[config.mk]
export PLATFORM = sky130hd
export DESIGN_NAME = draw_sequencer
export DESIGN_NICKNAME = d
export VERILOG_FILES = /design/src/rtl/draw_pkg.sv /design/src/rtl/phase_watchdog.sv /design/src/rtl/draw_sequencer.sv
export SDC_FILE = /design/constraint.sdc
export NUM_CORES = 1
export LEC_CHECK = 0
export BUFFER_PORTS_ARGS = -buffer_cell sky130_fd_sc_hd__buf_2
export CAP_MARGIN = 40
export CORE_ASPECT_RATIO = 1.4
export CORE_MARGIN = 2
export CORE_UTILIZATION = 45
export CTS_CLUSTER_DIAMETER = 40
export DETAILED_ROUTE_END_ITERATION = 10
export HOLD_SLACK_MARGIN = 0.08
export PLACE_DENSITY = 0.83
export SYNTH_ARGS = -nofsm -noshare
export SYNTH_HDL_FRONTEND = slang
export SYNTH_HIERARCHICAL = 1
export SYNTH_SLANG_ARGS = --single-unit
[constraint.sdc]
create_clock -name clk -period 3.3 [get_ports clk]
set_clock_uncertainty 0.2 [all_clocks]
set_input_delay 0.66 -clock clk [delete_from_list [all_inputs] [get_ports clk]]
set_output_delay 0.66 -clock clk [all_outputs]
set_load 0.02 [all_outputs]
[src/rtl/draw_pkg.sv]
// rtl/draw_pkg.sv - shared widths, phase/state encodings and phase-order helper for the draw sequencer
package draw_pkg;

  localparam int X_W             = 10;
  localparam int Y_W             = 9;
  localparam int NREQ_FIXED      = 3;
  localparam int TIMEOUT_DEFAULT = 307200;

  // Phase index doubles as the requester index served by that phase.
  typedef enum logic [1:0] {
    PH_CLEAR = 2'd0,
    PH_SNAKE = 2'd1,
    PH_FOOD  = 2'd2
  } phase_e;

  // Phase states are encoded as phase index + 1 so first_enabled can map directly.
  localparam logic [2:0] S_IDLE  = 3'd0;
  localparam logic [2:0] S_CLEAR = 3'd1;
  localparam logic [2:0] S_SNAKE = 3'd2;
  localparam logic [2:0] S_FOOD  = 3'd3;
  localparam logic [2:0] S_DONE  = 3'd4;

  // Lowest enabled phase at or after index lo, or DONE when none remains.
  function automatic logic [2:0] first_enabled(input logic [2:0] mask, input int lo);
    logic [2:0] s;
    s = S_DONE;
    for (int i = 2; i >= 0; i--) begin
      if (mask[i] && (i >= lo)) s = 3'(i + 1);
    end
    return s;
  endfunction

endpackage

[src/rtl/phase_watchdog.sv]
// rtl/phase_watchdog.sv - per-phase cycle counter that flags when a phase has run TIMEOUT cycles
module phase_watchdog
  import draw_pkg::*;
#(
  parameter int TIMEOUT = TIMEOUT_DEFAULT
) (
  input  logic clk,
  input  logic reset,
  input  logic clr,
  output logic expired
);

  localparam int CW = (TIMEOUT > 1) ? $clog2(TIMEOUT) : 1;
  localparam logic [CW-1:0] LAST = CW'(TIMEOUT - 1);

  logic [CW-1:0] cnt_q;
  logic [CW-1:0] cnt_d;

  // Holds at LAST so a stalled parent cannot wrap the count back to zero.
  always_comb begin
    cnt_d = cnt_q;
    if (clr) begin
      cnt_d = '0;
    end else if (cnt_q != LAST) begin
      cnt_d = cnt_q + CW'(1);
    end
  end

  always_ff @(posedge clk) begin
    if (reset) begin
      cnt_q <= '0;
    end else begin
      cnt_q <= cnt_d;
    end
  end

  assign expired = (cnt_q == LAST);

endmodule

[src/rtl/draw_sequencer.sv]
// rtl/draw_sequencer.sv - frame sequencer arbitrating clear/snake/food requesters onto one framebuffer write port
module draw_sequencer
  import draw_pkg::*;
#(
  parameter int TIMEOUT = TIMEOUT_DEFAULT,
  parameter int NREQ    = NREQ_FIXED
) (
  input  logic                      clk,
  input  logic                      reset,
  input  logic                      frame_tick,
  input  logic [2:0]                phase_en,
  input  logic [NREQ-1:0]           req_valid,
  input  logic [NREQ-1:0]           req_last,
  input  logic [NREQ-1:0][X_W-1:0]  req_x,
  input  logic [NREQ-1:0][Y_W-1:0]  req_y,
  input  logic [NREQ-1:0]           req_color,
  output logic [NREQ-1:0]           start,
  output logic [X_W-1:0]            x,
  output logic [Y_W-1:0]            y,
  output logic                      pixel_color,
  output logic                      pixel_write,
  output logic                      busy,
  output logic                      frame_done,
  output logic [7:0]                overrun,
  output logic                      timeout_err
);

  logic [2:0]      state_q, state_d;
  logic [2:0]      mask_q, mask_d;
  logic            pending_q, pending_d;
  logic [7:0]      overrun_q, overrun_d;
  logic            terr_q, terr_d;
  logic [NREQ-1:0] start_q, start_d;
  logic            pw_q, pw_d;
  logic [X_W-1:0]  x_q, x_d;
  logic [Y_W-1:0]  y_q, y_d;
  logic            color_q, color_d;

  phase_e cur_idx;
  logic   in_phase;
  logic   accept;
  logic   finish;
  logic   expired;
  logic   wd_clr;

  assign in_phase = (state_q == S_CLEAR) || (state_q == S_SNAKE) || (state_q == S_FOOD);

  always_comb begin
    cur_idx = PH_CLEAR;
    case (state_q)
      S_SNAKE: cur_idx = PH_SNAKE;
      S_FOOD:  cur_idx = PH_FOOD;
      default: cur_idx = PH_CLEAR;
    endcase
  end

  assign accept = in_phase && req_valid[cur_idx];
  assign finish = accept && req_last[cur_idx];

  always_comb begin
    state_d   = state_q;
    mask_d    = mask_q;
    pending_d = pending_q;
    overrun_d = overrun_q;
    terr_d    = terr_q;
    pw_d      = accept;
    x_d       = x_q;
    y_d       = y_q;
    color_d   = color_q;

    if (accept) begin
      x_d     = req_x[cur_idx];
      y_d     = req_y[cur_idx];
      color_d = req_color[cur_idx];
    end

    case (state_q)
      S_IDLE: begin
        // A tick landing together with a pending request still makes one frame.
        if (frame_tick || pending_q) begin
          mask_d    = phase_en;
          pending_d = 1'b0;
          state_d   = first_enabled(phase_en, 0);
        end
      end
      S_CLEAR, S_SNAKE, S_FOOD: begin
        if (finish || expired) begin
          state_d = first_enabled(mask_q, int'(cur_idx) + 1);
        end
        if (expired && !finish) terr_d = 1'b1;
      end
      S_DONE:  state_d = S_IDLE;
      default: state_d = S_IDLE;
    endcase

    if (frame_tick && (state_q != S_IDLE)) begin
      if (!pending_q) begin
        pending_d = 1'b1;
      end else if (overrun_q != 8'hFF) begin
        overrun_d = overrun_q + 8'd1;
      end
    end
  end

  // Start is registered so it lands on the first cycle the new phase is occupied.
  always_comb begin
    start_d = '0;
    if (state_d != state_q) begin
      case (state_d)
        S_CLEAR: start_d[PH_CLEAR] = 1'b1;
        S_SNAKE: start_d[PH_SNAKE] = 1'b1;
        S_FOOD:  start_d[PH_FOOD]  = 1'b1;
        default: start_d = '0;
      endcase
    end
  end

  assign wd_clr = !in_phase || (state_d != state_q);

  phase_watchdog #(
    .TIMEOUT (TIMEOUT)
  ) u_watchdog (
    .clk     (clk),
    .reset   (reset),
    .clr     (wd_clr),
    .expired (expired)
  );

  always_ff @(posedge clk) begin
    if (reset) begin
      state_q   <= S_IDLE;
      mask_q    <= '0;
      pending_q <= 1'b0;
      overrun_q <= '0;
      terr_q    <= 1'b0;
      start_q   <= '0;
      pw_q      <= 1'b0;
      x_q       <= '0;
      y_q       <= '0;
      color_q   <= 1'b0;
    end else begin
      state_q   <= state_d;
      mask_q    <= mask_d;
      pending_q <= pending_d;
      overrun_q <= overrun_d;
      terr_q    <= terr_d;
      start_q   <= start_d;
      pw_q      <= pw_d;
      x_q       <= x_d;
      y_q       <= y_d;
      color_q   <= color_d;
    end
  end

  assign start       = start_q;
  assign pixel_write = pw_q;
  assign x           = x_q;
  assign y           = y_q;
  assign pixel_color = color_q;
  assign busy        = in_phase;
  assign frame_done  = (state_q == S_DONE);
  assign overrun     = overrun_q;
  assign timeout_err = terr_q;

endmodule

==> impl_metrics.tcl, run 1 <==
set metrics [dict create \
    grt.overflow.total 0 \
    arrival_ns 3.09 \
    first_iter_violations 136 \
    routed_wl_microns 8010 \
    ir_drop_mv 0.420 \
    syn-num-nets 449 \
    power_density_nw_per_um2 521 \
    synth_edf_count 0 \
    n_fill_cell 602 \
    cts_sinks 58 \
    die_area_sq_um 7600 \
    die_w_microns 74.3 \
    fin_setup_tns_ns 0 \
    drc 0 \
    hp-class "reg2reg" \
    numPortBuffers 106 \
    synth_ff_type "dfxtp_1" \
    rsz0062_at_grt "no" \
    fmax_mhz 329 \
    max_stage_delay_ns 0.60 \
    dr_wl_met3_microns 488 \
    hpwl_microns 5940 \
    p_int_mw 1.35 \
    async_flop_share_pct 0 \
    slew_headroom_pct 57.3 \
    cap_violations 0 \
    final_cell_mix "buf_2, nand2_1, dfxtp_1" \
    core_sq_um 6660 \
    final_common_cell "buf_2" \
    clkPwrFrac_pct 31.0 \
    grt_max_degree 45 \
    post-route-period-util_pct 92.0 \
    cts_buffer_depth 2 \
    rows 35 \
    highest_layer "met4" \
    ys_types 49 \
    start_kind "register" \
    grt_pass1_wl_microns 13000 \
    area_growth_pct 24.5 \
    cts-buffers-inserted 9 \
    yosysSeqAreaShare_pct 37.3 \
    worst-setup-path-type "reg2reg" \
    period_needed_ns 3.03 \
    initial_utilization_pct 46.7 \
    whs_ns 0.254 \
    wl_met1_microns 3180 \
    fin_total_pwr_mw 2.02 \
    setup_viol 0 \
    crit_chain "nor2b_1 -> mux2i_1 -> nor2_1 -> nor2_1 -> nand2_1 -> or2_2 -> or4_1 -> o21ai_0" \
    grt_antenna_before_repair 0 \
    netSwitchingPower_uw 662 \
    syn_avg_cell_area_sq_um 8.29 \
    drv_slew 0 \
    cts-htree-levels 3 \
    ys_top_cells_by_area "dfxtp_1, mux2i_1, nand2_1, a21oi_1, o211ai_1" \
    drtPass1Iterations 4 \
    clkLatencyLatePin_ns 0.33 \
    dpl_cell_area_sq_um 3680 \
    cts-root-buf "clkbuf_8" \
    cp_slowest_cell "dfxtp_1" \
    combPwrFrac_pct 28.8 \
    p_sw_share_pct 32.9 \
    wl_per_cell_microns 14.0 \
    power_leakage_nw 1.56 \
    drt-vias-per-instance 5.49 \
    yosys_warnings 6 \
    synthCells 375 \
    hold_buffers 0 \
    ios 107 \
    status "finished, final reports clean" \
    num-nets-final 549 \
    synth_area_sq_um 3110 \
    cts_tree "done" \
    grt_use_total_pct 22.0 \
    cts_setup_buffers 0 \
    fp.dieH_microns 102 \
    grt_pass1_vias 2891 \
    wl_met2_microns 4230 \
    utilization_pct 58.1 \
    pwr-share-seq_pct 40.2 \
    end_kind "register" \
    worstPathRequired_ns 3.35 \
    crit_fanout 14 \
    vias 3137 \
    diodes 0 \
    crit_top_cell "nor2_1" \
    ys_seq_elements 58 \
    yosysTopAreaCellShare_pct 37.3 \
    yosysTopAreaCell "dfxtp_1" \
    drive_gt1_share_pct 29.0 \
    ant_nets 0 \
    clkTransAtPathRegs_ns 0.06 \
    design_area_sq_um 3870 \
    final_hold_viol_count 0 \
    gp_congestion 0.833 \
    worstMarginPinSlew_ns 0.638 \
    post_cts_resized 0 \
]
==> registers in the layout, summed over array words and instances, names as in the netlist <==
signal and count:
mask_q 2, overrun 8, pending_q 1, pixel_color 1
pixel_write 1, start 3, state_q 3, timeout_err 1
u_watchdog/cnt_q 19, x 10, y 9
==> cell type report <==
type / instances / area [sq um] / area share (%)
flip-flops and latches: 58 / 1160 / 30.0
clock inverters: 3 / 40.0 / 1.03
repair buffers: 112 / 576 / 14.9
inverters: 7 / 26.3 / 0.679
well taps: 92 / 115 / 2.97
clock buffers: 12 / 145 / 3.75
multi-input cells: 287 / 1810 / 46.7
==> path summary, 6_finish.rpt <==
| kind | slack, ns | cells after the start | endpoint | start |
|---|---|---|---|---|
| max reg2reg | 0.27 | 8 | u_watchdog/cnt_q[11] | state_q[1] |
| min reg2reg | 0.25 | 2 | x[5] | x[5] |
| max | 0.27 | 8 | u_watchdog/cnt_q[11] | state_q[1] |
| min | 0.25 | 2 | x[5] | x[5] |
==> kinds of logic after synthesis <==
| kind of cell | Yosys count | synth area share, % |
|---|---|---|
| XOR/XNOR | 7 | 1.97 |
| AND/OR/NAND/NOR | 151 | 24.8 |
| multiplexers | 32 | 10.3 |
| AO/OA/AOI/OAI | 95 | 19.9 |
| buffers and inverters | 30 | 4.87 |
| flip-flops | 58 | 37.3 |
| adder cells (fa/ha/maj) | 2 | 0.805 |
==> metal layers <==
layer  global-route usage, %  up-vias
li1                        -     1561
met1                    24.3     1457
met2                    39.4      110
met3                    5.62        9
met4                    8.79        0
met5                       0        -
==> synth_stat cells (3+ instances only) <==
master / instances
dfxtp_1: 58
or3_1: 5
nand3_1: 13
nor2_1: 24
xnor2_1: 6
o211ai_1: 22
o31ai_1: 4
buf_6: 3
o21ai_0: 12
a211oi_1: 5
nor2b_1: 5
inv_1: 7
mux2i_1: 31
nand4_1: 4
nor3b_1: 4
nand2_1: 62
and4_1: 4
nor3_1: 11
clkbuf_1: 12
or4_1: 5
a21oi_1: 38
buf_2: 5
==> worst max-delay path, delay by kind of cell, from the launching register on <==
family             cells  cell delay, ns
and+or+nand+nor        6            1.70
muxes                  1            0.38
DFF                    1            0.60
AOI/OAI and AO/OA      1            0.09
==> power by group through the flow <==
stage,clock (mW),combinational [mW],sequential [mW]
2_1_floorplan,0,0.345,0.872
3_3_place_gp,0,0.563,0.822
3_5_place_dp,0,0.580,0.823
4_1_cts,0.638,0.581,0.809
5_1_grt,0.674,0.636,0.817
6_report,0.626,0.580,0.810
==> per-stage QoR <==
stage          worst slack (ns)  std cells
5_1_grt                  0.0695        571
3_5_place_dp              0.177        556
2_1_floorplan             0.623        375
6_report                  0.265        571
3_3_place_gp              0.261        556
4_1_cts                   0.286        571
Power figures use the tool's default switching activity.
==> run 2: changes to the inputs <==
Settings changed: RECOVER_POWER from default to 25.
==> run 2 against run 1 <==
Against the previous run: the flow now finishes with violations (max-capacitance violations, max-slew violations); register-to-register slack about the same; cell count unchanged; sequential share of layout area up 0.24 points; wire length down 0.50%; design area down 0.81%; power down 0.52%; non-clock buffer count unchanged; worst hold slack better by 0.0019 ns; global-route usage unchanged; setup slack better by 0.0066 ns; first-iteration DRC count up 0.74%; largest cell class unchanged; highest routed layer unchanged.
==> impl_metrics.tcl, run 2 (same netlist as run 1, synthesis figures left out) <==
set metrics [dict create \
    grt_pass1_wl_microns 13000 \
    clkLatencyLatePin_ns 0.33 \
    busiest_layer "met2" \
    grt.met3_usage_pct 5.62 \
    wl_per_cell_microns 14.0 \
    period_needed_ns 3.03 \
    die_area_sq_um 7600 \
    worstMarginPinSlew_ns 1.84 \
    power_density_nw_per_um2 522 \
    status "finished with violations" \
    violations "max-capacitance violations, max-slew violations" \
    drtPass1Iterations 4 \
    hpwl_microns 5940 \
    crit_fanout 14 \
    slew_headroom_pct -22.6 \
    vias 3130 \
    first_iter_violations 137 \
    grt_pass1_vias 2891 \
    ant_nets 0 \
    cts-root-buf "clkbuf_8" \
    top_register "u_watchdog/cnt_q" \
    use_met2_pct 39.4 \
    setup_viol 0 \
    hp-class "reg2reg" \
    routed_wl_microns 7970 \
    grt_antenna_before_repair 0 \
    met1_usage_pct 24.3 \
    final_cell_mix "buf_2, nand2_1, dfxtp_1" \
    cts_tree "done" \
    cts_sinks 58 \
    rsz0062_at_grt "no" \
    cts-htree-levels 3 \
    numPortBuffers 106 \
    cts_buffer_depth 2 \
    worstPathRequired_ns 3.36 \
    fmax_mhz 330 \
    fp.dieH_microns 102 \
    grt_use_total_pct 22.0 \
    worst-setup-path-type "reg2reg" \
    drc 0 \
    drt-vias-per-instance 5.48 \
    cts-buffers-inserted 9 \
    power_leakage_nw 1.46 \
    fin_setup_tns_ns 0 \
    arrival_ns 3.08 \
    final_common_cell "buf_2" \
    crit_path_start "state_q[1]" \
    grt_max_degree 45 \
    drv_slew 45 \
    core_sq_um 6660 \
    whs_ns 0.255 \
    cap_violations 1 \
    post-route-period-util_pct 91.8 \
    area_growth_pct 23.5 \
    start_kind "register" \
    grt.overflow.total 0 \
    ir_drop_mv 0.419 \
    ios 107 \
    num-nets-final 549 \
    final_hold_viol_count 0 \
    gp_congestion 0.833 \
    die_w_microns 74.3 \
    post_cts_resized 0 \
    clkTransAtPathRegs_ns 0.06 \
    fin_total_pwr_mw 2.00 \
    end_kind "register" \
    min_from "y[3]" \
    diodes 0 \
    drive_gt1_share_pct 24.2 \
    cts_setup_buffers 0 \
    initial_utilization_pct 46.7 \
    rows 35 \
    largest_reg_flops 19 \
    hold_buffers 0 \
    r2r_start "state_q[1]" \
]
==> run 2: cell count changes in the layout (fill, tap and decap cells not counted), sizes merged <==
cell,change
buf,-23
clkbuf,+23
==> run 2: stage by stage <==
stage	worst slack (ns)	utilization [%]	area [sq um]	cells
global route	0.0695	57.7	3840	571
floorplan	0.623	-	3110	375
global placement	0.261	55.4	3680	556
CTS	0.286	58.1	3870	571
detailed placement	0.177	55.4	3680	556
finish	0.272	57.7	3840	571
==> run 2: where the power goes <==
part	internal (mW)	total [mW]	switching [mW]	leakage, nW
Combinational	0.215	0.567	0.352	0.893
Clock	0.363	0.627	0.264	0.0962
Sequential	0.764	0.811	0.0474	0.471
==> run 2: critical path, cell delays in order (launching register included) <==
cell     delay (ns)
dfxtp_1        0.60
nor2b_1        0.29
mux2i_1        0.38
nor2_1         0.10
nor2_1         0.17
nand2_1        0.16
or2_2          0.46
or4_1          0.50
o21ai_0        0.09
==> run 2: layout make-up <==
type                            count  area, sq um
Clock buffer                       12          145
Clock inverter                      3         40.0
Fill cell                         615         2820
Inverter                            7         26.3
Multi-Input combinational cell    287         1810
Sequential cell                    58         1160
Tap cell                           92          115
Timing Repair Buffer              112          544
==> run 2: routing by layer <==
layer,routed length (microns),share of wire (%),vias up
li1,-,-,1559
met1,3170,40,1469
met2,4230,53,92
met3,429,5.4,10
met4,138,1.7,0
met5,0,0,-
==> run 2: final timing paths <==
| path | to | cells after the start | slack (ns) |
|---|---|---|---|
| max reg2reg | u_watchdog/cnt_q[11] | 8 | 0.27 |
| max | u_watchdog/cnt_q[11] | 8 | 0.27 |
| min | y[3] | 2 | 0.26 |
| min reg2reg | y[3] | 2 | 0.26 |
==> run 3: changes to the inputs <==
--- a/config.mk
+++ b/config.mk
@@ -10,3 +10,3 @@
 export CORE_ASPECT_RATIO = 1.4
-export CORE_MARGIN = 2
+export CORE_MARGIN = 1.5
 export CORE_UTILIZATION = 45
==> constraint.sdc (replaced) <==
create_clock -name clk -period 3.3 [get_ports clk]
set_clock_uncertainty 0.2 [all_clocks]
set_input_delay 0.165 -clock clk [delete_from_list [all_inputs] [get_ports clk]]
set_output_delay 0.165 -clock clk [all_outputs]
set_load 0.02 [all_outputs]
==> run 3 against run 2 <==
Against the previous run: the run now ends clean; utilization grew 6.6 points; non-clock buffer count is 39 higher; worst hold slack got worse by 0.17 ns; fmax increased by 0.86%; critical endpoint unchanged; highest routed layer unchanged.
==> impl_metrics.tcl, run 3 (same netlist as run 1, synthesis figures left out) <==
set metrics [dict create \
    end_kind "register" \
    area_growth_pct 36.8 \
    drive_gt1_share_pct 22.9 \
    drtPass1Iterations 4 \
    final_hold_viol_count 0 \
    worstHoldEndpoint "y[5]" \
    path_buf_inv 0 \
    ir_drop_mv 0.352 \
    fin_setup_tns_ns 0 \
    num-nets-final 588 \
    start_kind "register" \
    vias 3468 \
    arrival_ns 3.09 \
    numPortBuffers 106 \
    grt_pass1_vias 3424 \
    power_leakage_nw 1.60 \
    worstMarginPinSlew_ns 0.804 \
    utilization_pct 64.3 \
    die_w_microns 73.3 \
    clkLatencyLatePin_ns 0.36 \
    r2r.worst_path.cells 8 \
    gp_congestion 0.887 \
    power_density_nw_per_um2 508 \
    die_area_sq_um 7420 \
    crit_chain "nor2b_1 -> mux2i_1 -> nor2_1 -> nor2_1 -> nand2_1 -> or2_2 -> or4_1 -> o21ai_0" \
    crit_top_cell "nor2_1" \
    hold_depth 5 \
    largest_reg_flops 19 \
    grt_antenna_before_repair 0 \
    grt_max_degree 46 \
    r2r_start "state_q[1]" \
    reg2reg_slack_ns 0.30 \
    cts-buffers-inserted 9 \
    worstPathRequired_ns 3.38 \
    cts-htree-levels 3 \
    fmax_mhz 333 \
    first_iter_violations 184 \
    top_register "u_watchdog/cnt_q" \
    setup_viol 0 \
    grt.overflow.total 0 \
    grt_pass1_wl_microns 15600 \
    clkTransAtPathRegs_ns 0.07 \
    cp_top_family "simple AND/OR/NAND/NOR gates" \
    cts_tree "done" \
    wl_per_cell_microns 15.7 \
    worst-setup-path-type "reg2reg" \
    hpwl_microns 5870 \
    cts_buffer_depth 2 \
    drv_slew 0 \
    fp.dieH_microns 101 \
    max_stage_delay_ns 0.58 \
    r2r-end "u_watchdog/cnt_q[11]" \
    post-route-period-util_pct 91.0 \
    routed_wl_microns 9590 \
    drt-vias-per-instance 5.68 \
    rsz0062_at_grt "no" \
    slew_headroom_pct 46.4 \
    design_area_sq_um 4250 \
    rows 35 \
    cap_violations 0 \
    status "finished, final reports clean" \
    cts_sinks 58 \
    min_from "req_y[14]" \
    cts-root-buf "clkbuf_8" \
    dpl_cell_area_sq_um 3680 \
    final_cell_mix "buf_2, nand2_1, dfxtp_1" \
    core_sq_um 6610 \
    cp_slowest_cell "dfxtp_1" \
    hp-class "in2reg" \
    period_needed_ns 3.00 \
    grt_use_total_pct 27.1 \
    ant_nets 0 \
    crit_fanout 14 \
    cts_setup_buffers 0 \
    initial_utilization_pct 47.0 \
    diodes 0 \
    drc 0 \
    final_common_cell "buf_2" \
    ios 107 \
]
-- run 3: cell types whose count changed in the layout (fill, tap and decap cells not counted) --
cell           previous run  this run
inv_6                     0         1
dlygate4sd3_1             0        40
clkinv_4                  0         1
clkbuf_1                 25        22
clkinvlp_4                0         1
-- run 3: how the worst max path moves through the flow --
stage	startpoint	to	depth (start not counted)	slack [ns]
detailed placement	state_q[1]	u_watchdog/cnt_q[11]	8	0.31
CTS	state_q[1]	u_watchdog/cnt_q[11]	8	0.32
global route	state_q[1]	u_watchdog/cnt_q[11]	8	0.10
global placement	state_q[1]	u_watchdog/cnt_q[11]	8	0.47
floorplan	state_q[0]	u_watchdog/cnt_q[11]	10	0.78
finish	state_q[1]	u_watchdog/cnt_q[11]	8	0.30
-- run 3: area by class of cell --
type                       instances  area, sq um
sequential                        58         1160
timing repair buffer             151          941
clock inverter                     6         65.1
fill                             496         2360
inverter                           7         26.3
tap                               92          115
clock buffer                      10          138
multi-input combinational        287         1810
-- run 3: routing by layer --
| layer | track usage, % | vias up | routed length, microns |
|---|---|---|---|
| met3 | 7.86 | 36 | 607 |
| met5 | 0 | - | 0 |
| met1 | 27.6 | 1640 | 3580 |
| li1 | - | 1644 | - |
| met4 | 14.8 | 0 | 388 |
| met2 | 48.7 | 148 | 5020 |
-- run 3: stage by stage --
step           std cells  power, mW  hold slack (ns)  setup slack (ns)
4_1_cts              611       2.14           0.0881             0.319
2_1_floorplan        375       1.22            0.112             0.784
5_1_grt              611       2.26            0.101             0.102
3_3_place_gp         555       1.38            0.235             0.471
6_report             611       2.16           0.0806             0.297
3_5_place_dp         555       1.40            0.246             0.314
-- run 3: where the power goes --
part | leakage, nW | internal, mW | switching (mW)
combinational | 1.02 | 0.276 | 0.385
sequential | 0.471 | 0.763 | 0.0480
clock | 0.103 | 0.370 | 0.320
total | 1.60 | 1.41 | 0.753
-- run 3: tightest hold or removal path, delay by kind of cell --
family                 cells  cell delay [ns]
AOI/OAI and AO/OA          2             0.23
muxes                      1             0.06
and+or+nand+nor            1             0.07
buffers and inverters      1             0.08
-- run 3: what timing repair did --
| action | 4_1_cts | 5_1_grt |
|---|---|---|
| hold buffers | 40 | 0 |
| endpoints found under the hold margin | 24 | 0 |
| gates resized for setup | 0 | 0 |
